### src/rtl/rf_commit_sequencer_pkg.sv
// Shared types and defines for the register-file commit sequencer: operand widths
// and the FSM state encoding.
`ifndef RF_COMMIT_SEQUENCER_DEFINES
`define RF_COMMIT_SEQUENCER_DEFINES
`define REG_INDEX_TYPE logic [4:0]
`define ROB_INDEX_TYPE logic [3:0]
`define DATA_TYPE logic [31:0]
`define REG_SIZE 32
`define FSM_STATE_RUN 2'd0
`define FSM_STATE_DRAIN 2'd1
`define FSM_STATE_CLEAR 2'd2
`endif

package rf_commit_sequencer_pkg;

  localparam int REG_INDEX_W = 5;
  localparam int ROB_INDEX_W = 4;
  localparam int DATA_W = 32;
  localparam int ENTRY_W = ROB_INDEX_W + REG_INDEX_W + DATA_W;

  typedef enum logic [1:0] {
    ST_RUN   = `FSM_STATE_RUN,
    ST_DRAIN = `FSM_STATE_DRAIN,
    ST_CLEAR = `FSM_STATE_CLEAR
  } state_t;

endpackage

### src/rtl/rf_commit_sequencer_fifo.sv
// Commit buffer: power-of-two circular FIFO with combinational head read.
// Pushes when full and pops when empty are ignored.
module commit_fifo #(
  parameter int DEPTH = 4,
  parameter int WIDTH = 41
) (
  input  logic                     clk_in,
  input  logic                     rst_in,
  input  logic                     push,
  input  logic [WIDTH-1:0]         push_data,
  input  logic                     pop,
  output logic [WIDTH-1:0]         head,
  output logic                     full,
  output logic                     empty,
  output logic [$clog2(DEPTH):0]   count
);
  localparam int PTR_W = $clog2(DEPTH);
  localparam logic [PTR_W:0] DEPTH_CNT = (PTR_W + 1)'(DEPTH);

  logic [WIDTH-1:0] mem_r [DEPTH];
  logic [PTR_W-1:0] wr_ptr_r;
  logic [PTR_W-1:0] rd_ptr_r;
  logic [PTR_W:0]   count_r;
  logic             push_ok_s;
  logic             pop_ok_s;

  // Status flags and guarded push/pop enables
  always_comb begin
    full      = (count_r == DEPTH_CNT);
    empty     = (count_r == (PTR_W + 1)'(1'b0));
    count     = count_r;
    head      = mem_r[rd_ptr_r];
    push_ok_s = push && !full;
    pop_ok_s  = pop && !empty;
  end

  // Storage, pointers and occupancy; pointers wrap naturally at DEPTH
  always_ff @(posedge clk_in or negedge rst_in) begin
    if (!rst_in) begin
      for (int i = 0; i < DEPTH; i++) begin
        mem_r[i] <= {WIDTH{1'b0}};
      end
      wr_ptr_r <= {PTR_W{1'b0}};
      rd_ptr_r <= {PTR_W{1'b0}};
      count_r  <= {(PTR_W + 1){1'b0}};
    end else begin
      if (push_ok_s) begin
        mem_r[wr_ptr_r] <= push_data;
        wr_ptr_r        <= wr_ptr_r + PTR_W'(1'b1);
      end
      if (pop_ok_s) begin
        rd_ptr_r <= rd_ptr_r + PTR_W'(1'b1);
      end
      case ({push_ok_s, pop_ok_s})
        2'b10:   count_r <= count_r + (PTR_W + 1)'(1'b1);
        2'b01:   count_r <= count_r - (PTR_W + 1)'(1'b1);
        default: count_r <= count_r;
      endcase
    end
  end

endmodule

### src/rtl/rf_commit_sequencer.sv
// Register-file commit sequencer: buffers ROB commits, retires one per cycle, and on a
// flush drains the buffer then clears every dependency entry. RF_COMMIT_BYPASS_EN enables
// a zero-latency path when the buffer is empty.
module rf_commit_sequencer
  import rf_commit_sequencer_pkg::*;
#(
  parameter int FIFO_DEPTH = 4,
  parameter int REG_NUM    = `REG_SIZE
) (
  input  logic           clk_in,
  input  logic           rst_in,
  input  logic           rdy_in,
  input  logic           rob_commit_valid,
  output logic           rob_commit_ready,
  input  `ROB_INDEX_TYPE rob_commit_rob_index,
  input  `REG_INDEX_TYPE rob_commit_reg_index,
  input  `DATA_TYPE      rob_commit_val,
  input  logic           flush_in,
  output logic           reg_commit,
  output `ROB_INDEX_TYPE reg_commit_rob_index,
  output `REG_INDEX_TYPE reg_commit_index,
  output `DATA_TYPE      reg_commit_val,
  output logic           reg_clear,
  output `REG_INDEX_TYPE reg_clear_index,
  output logic           issue_stall,
  output logic           flush_done,
  output logic           busy
);
  localparam int PTR_W = $clog2(FIFO_DEPTH);
  localparam int CNT_W = $clog2(REG_NUM);
  localparam logic [CNT_W-1:0] CLEAR_FIRST = CNT_W'(1'b1);
  localparam logic [CNT_W-1:0] CLEAR_LAST  = CNT_W'(REG_NUM - 1);
  localparam logic [PTR_W:0]   ONE_ENTRY   = (PTR_W + 1)'(1'b1);

  state_t             state_r;
  logic [CNT_W-1:0]   counter_r;
  logic               flush_done_r;
  logic               run_en_r;
  logic               ready_s;
  logic               handshake_s;
  logic               bypass_s;
  logic               fifo_push_s;
  logic               fifo_pop_s;
  logic               fifo_full_s;
  logic               fifo_empty_s;
  logic               empty_next_s;
  logic [PTR_W:0]     fifo_count_s;
  logic [ENTRY_W-1:0] fifo_wdata_s;
  logic [ENTRY_W-1:0] fifo_head_s;

  commit_fifo #(
    .DEPTH (FIFO_DEPTH),
    .WIDTH (ENTRY_W)
  ) u_fifo (
    .clk_in    (clk_in),
    .rst_in    (rst_in),
    .push      (fifo_push_s),
    .push_data (fifo_wdata_s),
    .pop       (fifo_pop_s),
    .head      (fifo_head_s),
    .full      (fifo_full_s),
    .empty     (fifo_empty_s),
    .count     (fifo_count_s)
  );

  // Handshake, FIFO control and output muxing; run_en_r keeps ready low until after reset
  always_comb begin
    ready_s      = run_en_r && rdy_in && !flush_in && (state_r == ST_RUN) && !fifo_full_s;
    handshake_s  = ready_s && rob_commit_valid;
`ifdef RF_COMMIT_BYPASS_EN
    bypass_s     = handshake_s && fifo_empty_s && (rob_commit_reg_index != {REG_INDEX_W{1'b0}});
`else
    bypass_s     = 1'b0;
`endif
    fifo_push_s  = handshake_s && !bypass_s && (rob_commit_reg_index != {REG_INDEX_W{1'b0}});
    fifo_pop_s   = rdy_in && !fifo_empty_s && (state_r != ST_CLEAR);
    fifo_wdata_s = {rob_commit_rob_index, rob_commit_reg_index, rob_commit_val};
    empty_next_s = fifo_empty_s || (fifo_pop_s && (fifo_count_s == ONE_ENTRY));

    rob_commit_ready = ready_s;
    if (bypass_s) begin
      reg_commit = 1'b1;
      {reg_commit_rob_index, reg_commit_index, reg_commit_val} = fifo_wdata_s;
    end else if (fifo_pop_s) begin
      reg_commit = 1'b1;
      {reg_commit_rob_index, reg_commit_index, reg_commit_val} = fifo_head_s;
    end else begin
      reg_commit = 1'b0;
      {reg_commit_rob_index, reg_commit_index, reg_commit_val} = {ENTRY_W{1'b0}};
    end

    reg_clear = rdy_in && (state_r == ST_CLEAR);
    if (reg_clear) begin
      reg_clear_index = REG_INDEX_W'(counter_r);
    end else begin
      reg_clear_index = {REG_INDEX_W{1'b0}};
    end
    flush_done  = flush_done_r && rdy_in;
    issue_stall = flush_in || (state_r != ST_RUN);
    busy        = !fifo_empty_s || (state_r != ST_RUN);
  end

  // Flush sequencing FSM; every state change waits for rdy_in
  always_ff @(posedge clk_in or negedge rst_in) begin
    if (!rst_in) begin
      state_r      <= ST_RUN;
      counter_r    <= {CNT_W{1'b0}};
      flush_done_r <= 1'b0;
      run_en_r     <= 1'b0;
    end else begin
      run_en_r <= 1'b1;
      if (rdy_in) begin
        flush_done_r <= 1'b0;
        case (state_r)
          ST_RUN: begin
            if (flush_in && empty_next_s) begin
              state_r   <= ST_CLEAR;
              counter_r <= CLEAR_FIRST;
            end else if (flush_in) begin
              state_r <= ST_DRAIN;
            end else begin
              state_r <= ST_RUN;
            end
          end
          ST_DRAIN: begin
            if (empty_next_s) begin
              state_r   <= ST_CLEAR;
              counter_r <= CLEAR_FIRST;
            end else begin
              state_r <= ST_DRAIN;
            end
          end
          ST_CLEAR: begin
            counter_r <= counter_r + CNT_W'(1'b1);
            if (counter_r == CLEAR_LAST) begin
              state_r      <= ST_RUN;
              flush_done_r <= 1'b1;
            end else begin
              state_r <= ST_CLEAR;
            end
          end
          default: begin
            state_r   <= ST_RUN;
            counter_r <= {CNT_W{1'b0}};
          end
        endcase
      end
    end
  end

endmodule

### config.mk
export PLATFORM = sky130hd
export DESIGN_NAME = rf_commit_sequencer
export DESIGN_NICKNAME = d
export VERILOG_FILES = /design/src/rtl/rf_commit_sequencer_pkg.sv /design/src/rtl/rf_commit_sequencer_fifo.sv /design/src/rtl/rf_commit_sequencer.sv
export SDC_FILE = /design/constraint.sdc
export NUM_CORES = 1
export LEC_CHECK = 0
export BUFFER_PORTS_ARGS = -buffer_cell sky130_fd_sc_hd__buf_4
export CAP_MARGIN = 5
export CORE_MARGIN = 5
export CORE_UTILIZATION = 58
export DETAILED_ROUTE_END_ITERATION = 16
export PLACE_DENSITY = 0.79
export SLEW_MARGIN = 20
export SYNTH_ARGS = -nofsm -noshare
export SYNTH_HDL_FRONTEND = slang
export SYNTH_HIERARCHICAL = 1
export SYNTH_SLANG_ARGS = --single-unit
### constraint.sdc
create_clock -name clk_in -period 2.74 [get_ports clk_in]
set_clock_uncertainty 0.1 [all_clocks]
set_input_delay 0.274 -clock clk_in [delete_from_list [all_inputs] [get_ports clk_in]]
set_output_delay 0.274 -clock clk_in [all_outputs]
set_load 0.02 [all_outputs]
After elaboration in Yosys (flattened, before gate mapping)
Index checks and enable logic that the tools add are counted.

Bits of input ports: 46. Register bits after elaboration: 180. Logic and storage cells: 80. Output and inout bits: 52.

Muxes and demuxes: 22. $add $sub $neg: 5. Bitwise operators: 2. $lt $le $gt $ge: 3. Equality and inequality tests: 10. Reduce and logical (&&, ||, !) cells: 27.

Operator list (number): bitwise mux 164 bit (1); 2-to-1 mux 41 bit (3); binary-select mux 41 bit (select 2 bit) (1); demux 41 bit (select 2 bit) (1); 2-to-1 mux 32 bit (1); 2-to-1 mux 5 bit (4); logical AND 1 bit (15); one-hot mux 5 bit (3 select lines) (1); >= comparator 3 bit (second input constant) (2); 2-to-1 mux 2 bit (3); inverter 2 -> 3 bit (2); one-hot mux 2 bit (3 select lines) (1); one-hot mux 3 bit (2 select lines) (1); adder 5 x 1 -> 5 bit (second input constant) (1); == test 5 bit (second input constant) (1); nonzero test 5 bit (1); adder 2 x 1 -> 2 bit (second input constant) (2); == test 2 x 1 -> 1 bit (second input constant) (2); == test 2 bit (second input constant) (2); 2-to-1 mux 1 bit (4); 2-to-1 mux 4 bit (1); inequality test 2 bit (second input constant) (2); nonzero test 2 bit (2); adder 3 x 1 -> 3 bit (second input constant) (1); other kinds (10) (14).

Longest topological paths before layout
Depth after elaboration: 9. Depth in mapped cells: 11. Mapped depth without buffers: 10.

Hierarchy
Netlist, hierarchy kept.

By module, submodules not included: commit_fifo (seq. area each 4279.1 um^2, area an instance 7524.7 um^2, times used 1, cells an instance 435); rf_commit_sequencer (seq. area each 225.2 um^2, area an instance 899.6 um^2, times used 1, cells an instance 105).

Worst setup path before layout
No wires, ideal clock.

Path kind: register -> register. Start point: reg state_r[0]. End point: reg u_fifo/mem_r[0] (netlist bit). Data arrival time: 2463 ps. Library setup time: 125 ps. Buffers on the path: 1. Slack: 52 ps. Stages on the path, launching flop included: 8. Clock period less this slack: 2688 ps. Data required time: 2515 ps. Path through: dfrtp_1 > or3_1 > nor3_4 > o311a_1 > nand2_1 > nor2_1 > buf_6 > mux2_2.

Word-level cells in the longest chain between the ends: 6.

RTL lines: start: declaration (RTL line rf_commit_sequencer.sv:35) `state_t state_r;`; start signal: assignment (RTL line rf_commit_sequencer.sv:106) `state_r <= ST_RUN;`; start signal: assignment (RTL line rf_commit_sequencer.sv:117) `state_r <= ST_CLEAR;`; start signal: assignment (RTL line rf_commit_sequencer.sv:120) `state_r <= ST_DRAIN;`; zero test 2 bit (RTL line rf_commit_sequencer.sv:68) `ready_s = run_en_r && rdy_in && !flush_in && (state_r == ST_RUN) && !fifo_full_s;`; logical AND 1 bit (2 in a row) (RTL line rf_commit_sequencer.sv:68); net rob_commit_ready (RTL line rf_commit_sequencer.sv:14) `output logic rob_commit_ready,`; logical AND 1 bit (RTL line rf_commit_sequencer.sv:69) `handshake_s = ready_s && rob_commit_valid;`; logical AND 1 bit (RTL line rf_commit_sequencer.sv:75) `fifo_push_s = handshake_s && !bypass_s && (rob_commit_reg_index != {REG_INDEX_W{1'b0}});`; net fifo_push_s (RTL line rf_commit_sequencer.sv:42) `logic fifo_push_s;`; logical AND 1 bit (RTL line rf_commit_sequencer_fifo.sv:33) `push_ok_s = push && !full;`; end signal: indexed assignment (RTL line rf_commit_sequencer_fifo.sv:41) `mem_r[i] <= {WIDTH{1'b0}};`; end signal: indexed assignment (RTL line rf_commit_sequencer_fifo.sv:48) `mem_r[wr_ptr_r] <= push_data;`; end: declaration (RTL line rf_commit_sequencer_fifo.sv:20) `logic [WIDTH-1:0] mem_r [DEPTH];`.

The timed path passes the listed nets, and every way through them passes these cells. A chain may end at the register's enable or synchronous reset.

Worst setup path in the final report
Start point: in rob_commit_reg_index[1] (netlist bit). End point: reg u_fifo.count_r[2] (netlist: u_fifo/count[2]).

Word-level cells in the longest chain between the ends: 5. Elaborated cells between the ends (all ways): 7. Classes of those cells: eq/ne (2); mux (1); reduce/logical (4).

RTL lines: start: declaration (RTL line rf_commit_sequencer.sv:16) `` input `REG_INDEX_TYPE rob_commit_reg_index, ``; nonzero test 5 bit (*) (RTL line rf_commit_sequencer.sv:75); logical AND 1 bit (*) (RTL line rf_commit_sequencer.sv:75); net fifo_push_s (RTL line rf_commit_sequencer.sv:42); logical AND 1 bit (*) (RTL line rf_commit_sequencer_fifo.sv:33); == test 2 x 1 -> 1 bit or == test 2 bit (tied branches) (RTL line rf_commit_sequencer_fifo.sv:54) `case ({push_ok_s, pop_ok_s})`; one-hot mux 3 bit (2 select lines) or nonzero test 2 bit (tied branches); end signal: assignment (RTL line rf_commit_sequencer_fifo.sv:55) `2'b10: count_r <= count_r + (PTR_W + 1)'(1'b1);`; end signal: assignment (RTL line rf_commit_sequencer_fifo.sv:56) `2'b01: count_r <= count_r - (PTR_W + 1)'(1'b1);`; end signal: assignment (RTL line rf_commit_sequencer_fifo.sv:57) `default: count_r <= count_r;`; end: declaration (RTL line rf_commit_sequencer_fifo.sv:23) `logic [PTR_W:0] count_r;`.

Mark *: on every way through the listed nets, which the timed path passes. The rest lies on a longest branch.

==> qor.yml <==
synth:
  synth_top_family_by_area: "multiplexers"
  synth_mux_area_share_pct: 33.5
  synth_xor_xnor_area_share_pct: 0.624
  synth_compound_area_share_pct: 1.41
  ys_ff_latch: 180
  synthFlopType: "dfrtp_1"
  syn_nets: 594
  avgSynthCellArea_um2: 15.6
  synth_area_mm2: 0.00842
  ys_types: 41
  synth_warnings: 6
  synthCells: 540
  synthArstFlopShare_pct: 100
  synthSimpleGateAreaFrac_pct: 5.96
  ys_seq_area_share_pct: 53.5
  synth-adder-area-share_pct: 1.28
  synth_edf_count: 0
setup_path:
  required_ps: 2990
  endpoint_kind: "flip-flop"
  critical_path.cell_chain: "dlygate4sd3_1 > buf_4 > or3_1 > o311a_4 > nand2b_1 > ha_1 > inv_1 > fa_1 > xor2_1 > nor2_1 > xor2_1"
  arrival_ps: 2900
  crit_buf_inv: 3
  path_max_fanout: 5
  crit_start: "rob_commit_reg_index[1]"
  slowest_delay_ps: 540
  r2r-start: "state_r[1]"
  crit_type: "input port to flip-flop"
  path_delay_family: "buffers and inverters"
  timing.critical_path.mode_cell: "xor2_1"
  crit_slowest_cell: "dlygate4sd3_1"
  start_kind: "input port"
power:
  irDropWorstVdd_v: 0.000556
  p_int_mw: 6.80
  p_switching_mw: 2.85
  combinationalPowerShare_pct: 31.4
  clkPwrFrac_pct: 26.8
  totalPowerFinal_mw: 9.65
  p_leak_nw: 5.00
  p_sw_share_pct: 29.5
  seq_power_share_pct: 41.8
  power.density_mw_per_mm2: 925
timing:
  timing.final.crit_share_pct: 96.6
  tightest_slew_ps: 657
  slew_headroom_pct: 56.2
  setup_viol: 0
  fin_tns_setup_ps: 0
  fin_crit_ps: 2650
  timing.hold.ws_ps: 19.3
  finalHoldViolCount: 0
  max_freq_mhz: 378
  slew_violations: 0
final_layout:
  areaGrowthSynthToFinish_pct: 23.9
  final_cell_mix: "dfrtp_1 (178), mux2_2 (165), buf_4 (111), and2_1 (47), mux4_2 (41)"
  final_nets: 739
  drive_gt1_share_pct: 53.0
  layout_commonest_cell: "dfrtp_1"
  final_cells: 883
  final_util_pct: 72.6
clock_tree:
  h-tree-depth: 4
  cts-root-buf: "clkbuf_16"
  clockBufferDepth: 2
  clkSinkCount: 180
  path_clk_slew_ps: 60
  cts_tree: "built"
  numCtsBuffers: 17
  clk_latency_ps: 430
global_route:
  grtUsageMet3_pct: 4.39
  grt_first_pass_wirelength_mm: 28.8
  grt_util_all_layers_pct: 22.2
  top_usage_layer: "met2"
  grt_pass1_vias: 5422
  gr-total-overflow: 0
  grtUsageMet2_pct: 37.0
  grt_use_met1_pct: 29.6
  grt_max_degree: 70
  antenna_found_initial: 0
detailed_routing:
  ant_nets: 0
  first_pass_iters: 4
  drtIter0Drc: 245
  viasPerCell: 5.58
  wl_per_cell_um: 20.0
  vias: 4924
  drc: 0
  drt_wl_total_mm: 17.7
run:
  maxCapViolCount: 0
die:
  die_h_um: 131
  floorplan.initialDensity_pct: 58.6
  io_pins: 98
  core_region_area_mm2: 0.0144
  dieArea_mm2: 0.0170
  die_w_um: 131
  core.rowCount: 44
worst_hold_path:
  hold_class: "input port to flip-flop"
  hold_path_startpoint: "rob_commit_val[17]"
status:
  status: "completed"
placement:
  gp_congestion: 0.809
  port_buffers: 97
  place_inst: 809
  dpl.hpwl_mm: 11.0
-- final timing paths --
check | end | slack (ps) | cells after the start
max | u_fifo/count[2] | 90 | 11
min | u_fifo/mem_r[140] | 20 | 2
max reg2reg | u_fifo/count[2] | 280 | 10
min reg2reg | u_fifo/mem_r[44] | 400 | 1
max in group asynchronous | u_fifo/mem_r[131] | 1350 | 3
min in group asynchronous | counter_r[3] | 300 | 2
-- logic make-up (layout without fill, tap and decap cells) --
family                   Yosys count  after routing
XOR/XNOR                           6              6
multiplexers                     210            210
adder cells (fa/ha/maj)            8              8
other                              1              2
buffers and inverters             41            199
AO/OA/AOI/OAI                     15             15
AND/OR/NAND/NOR                   79             79
flip-flops                       180            180
-- power groups by stage --
stage                     clock, mW  sequential [mW]  combinational [mW]
after floorplan                   0             3.81                2.26
final                          2.59             4.03                3.03
after CTS                      2.62             4.03                3.06
after detailed placement          0             4.07                3.00
after global routing           2.73             4.14                3.28
after global placement            0             3.99                2.90
-- final cells by class --
| class | count | area (µm²) |
|---|---|---|
| multi-input combinational | 319 | 3650 |
| sequential | 180 | 4510 |
| clock inverter | 12 | 178 |
| tap | 184 | 230 |
| antenna | 1 | 2.50 |
| clock buffer | 20 | 457 |
| inverter | 9 | 33.8 |
| fill | 906 | 3940 |
| timing repair buffer | 158 | 1380 |
-- sequential cells by signal, summed over array words and instances, names as in the netlist --
register	cells
u_fifo/wr_ptr_r	2
flush_done_r	1
u_fifo/rd_ptr_r	2
counter_r	5
u_fifo/mem_r	164
u_fifo/count	3
run_en_r	1
state_r	2
-- per-layer routing --
layer	wire length, µm	share of wire, %	vias to the layer above
met1	7760	44	2586
li1	-	-	2243
met2	9150	52	78
met3	567	3.2	17
met5	0	0	-
met4	199	1.1	0
-- stage by stage --
stage / worst slack, ps / instance area (µm²)
after global routing: -4.66 / 10400
final: 93.7 / 10400
after CTS: 71.4 / 10400
after floorplan: 52.4 / 8420
after global placement: 268 / 9380
after detailed placement: 220 / 9380
-- synth_stat cells (5+ instances only) --
library cell  instances  area share (%)
nand2_1              10            0.45
nor2_1                6            0.27
mux4_2               41              11
inv_1                 9            0.40
clkbuf_1              5            0.22
buf_6                20             2.7
and2_1               47             3.5
dfrtp_1             180              53
buf_2                 7            0.42
ha_1                  7             1.0
mux2_2              165              22
-- what timing repair did --
action                                  in CTS  in global routing
hold buffers                                39                  0
endpoints found under the hold margin      181                  0
endpoints found under the setup margin       0                  1
gates resized for setup                      0                  1
setup buffers                                0                  2
(Power assumes the default switching activity.)
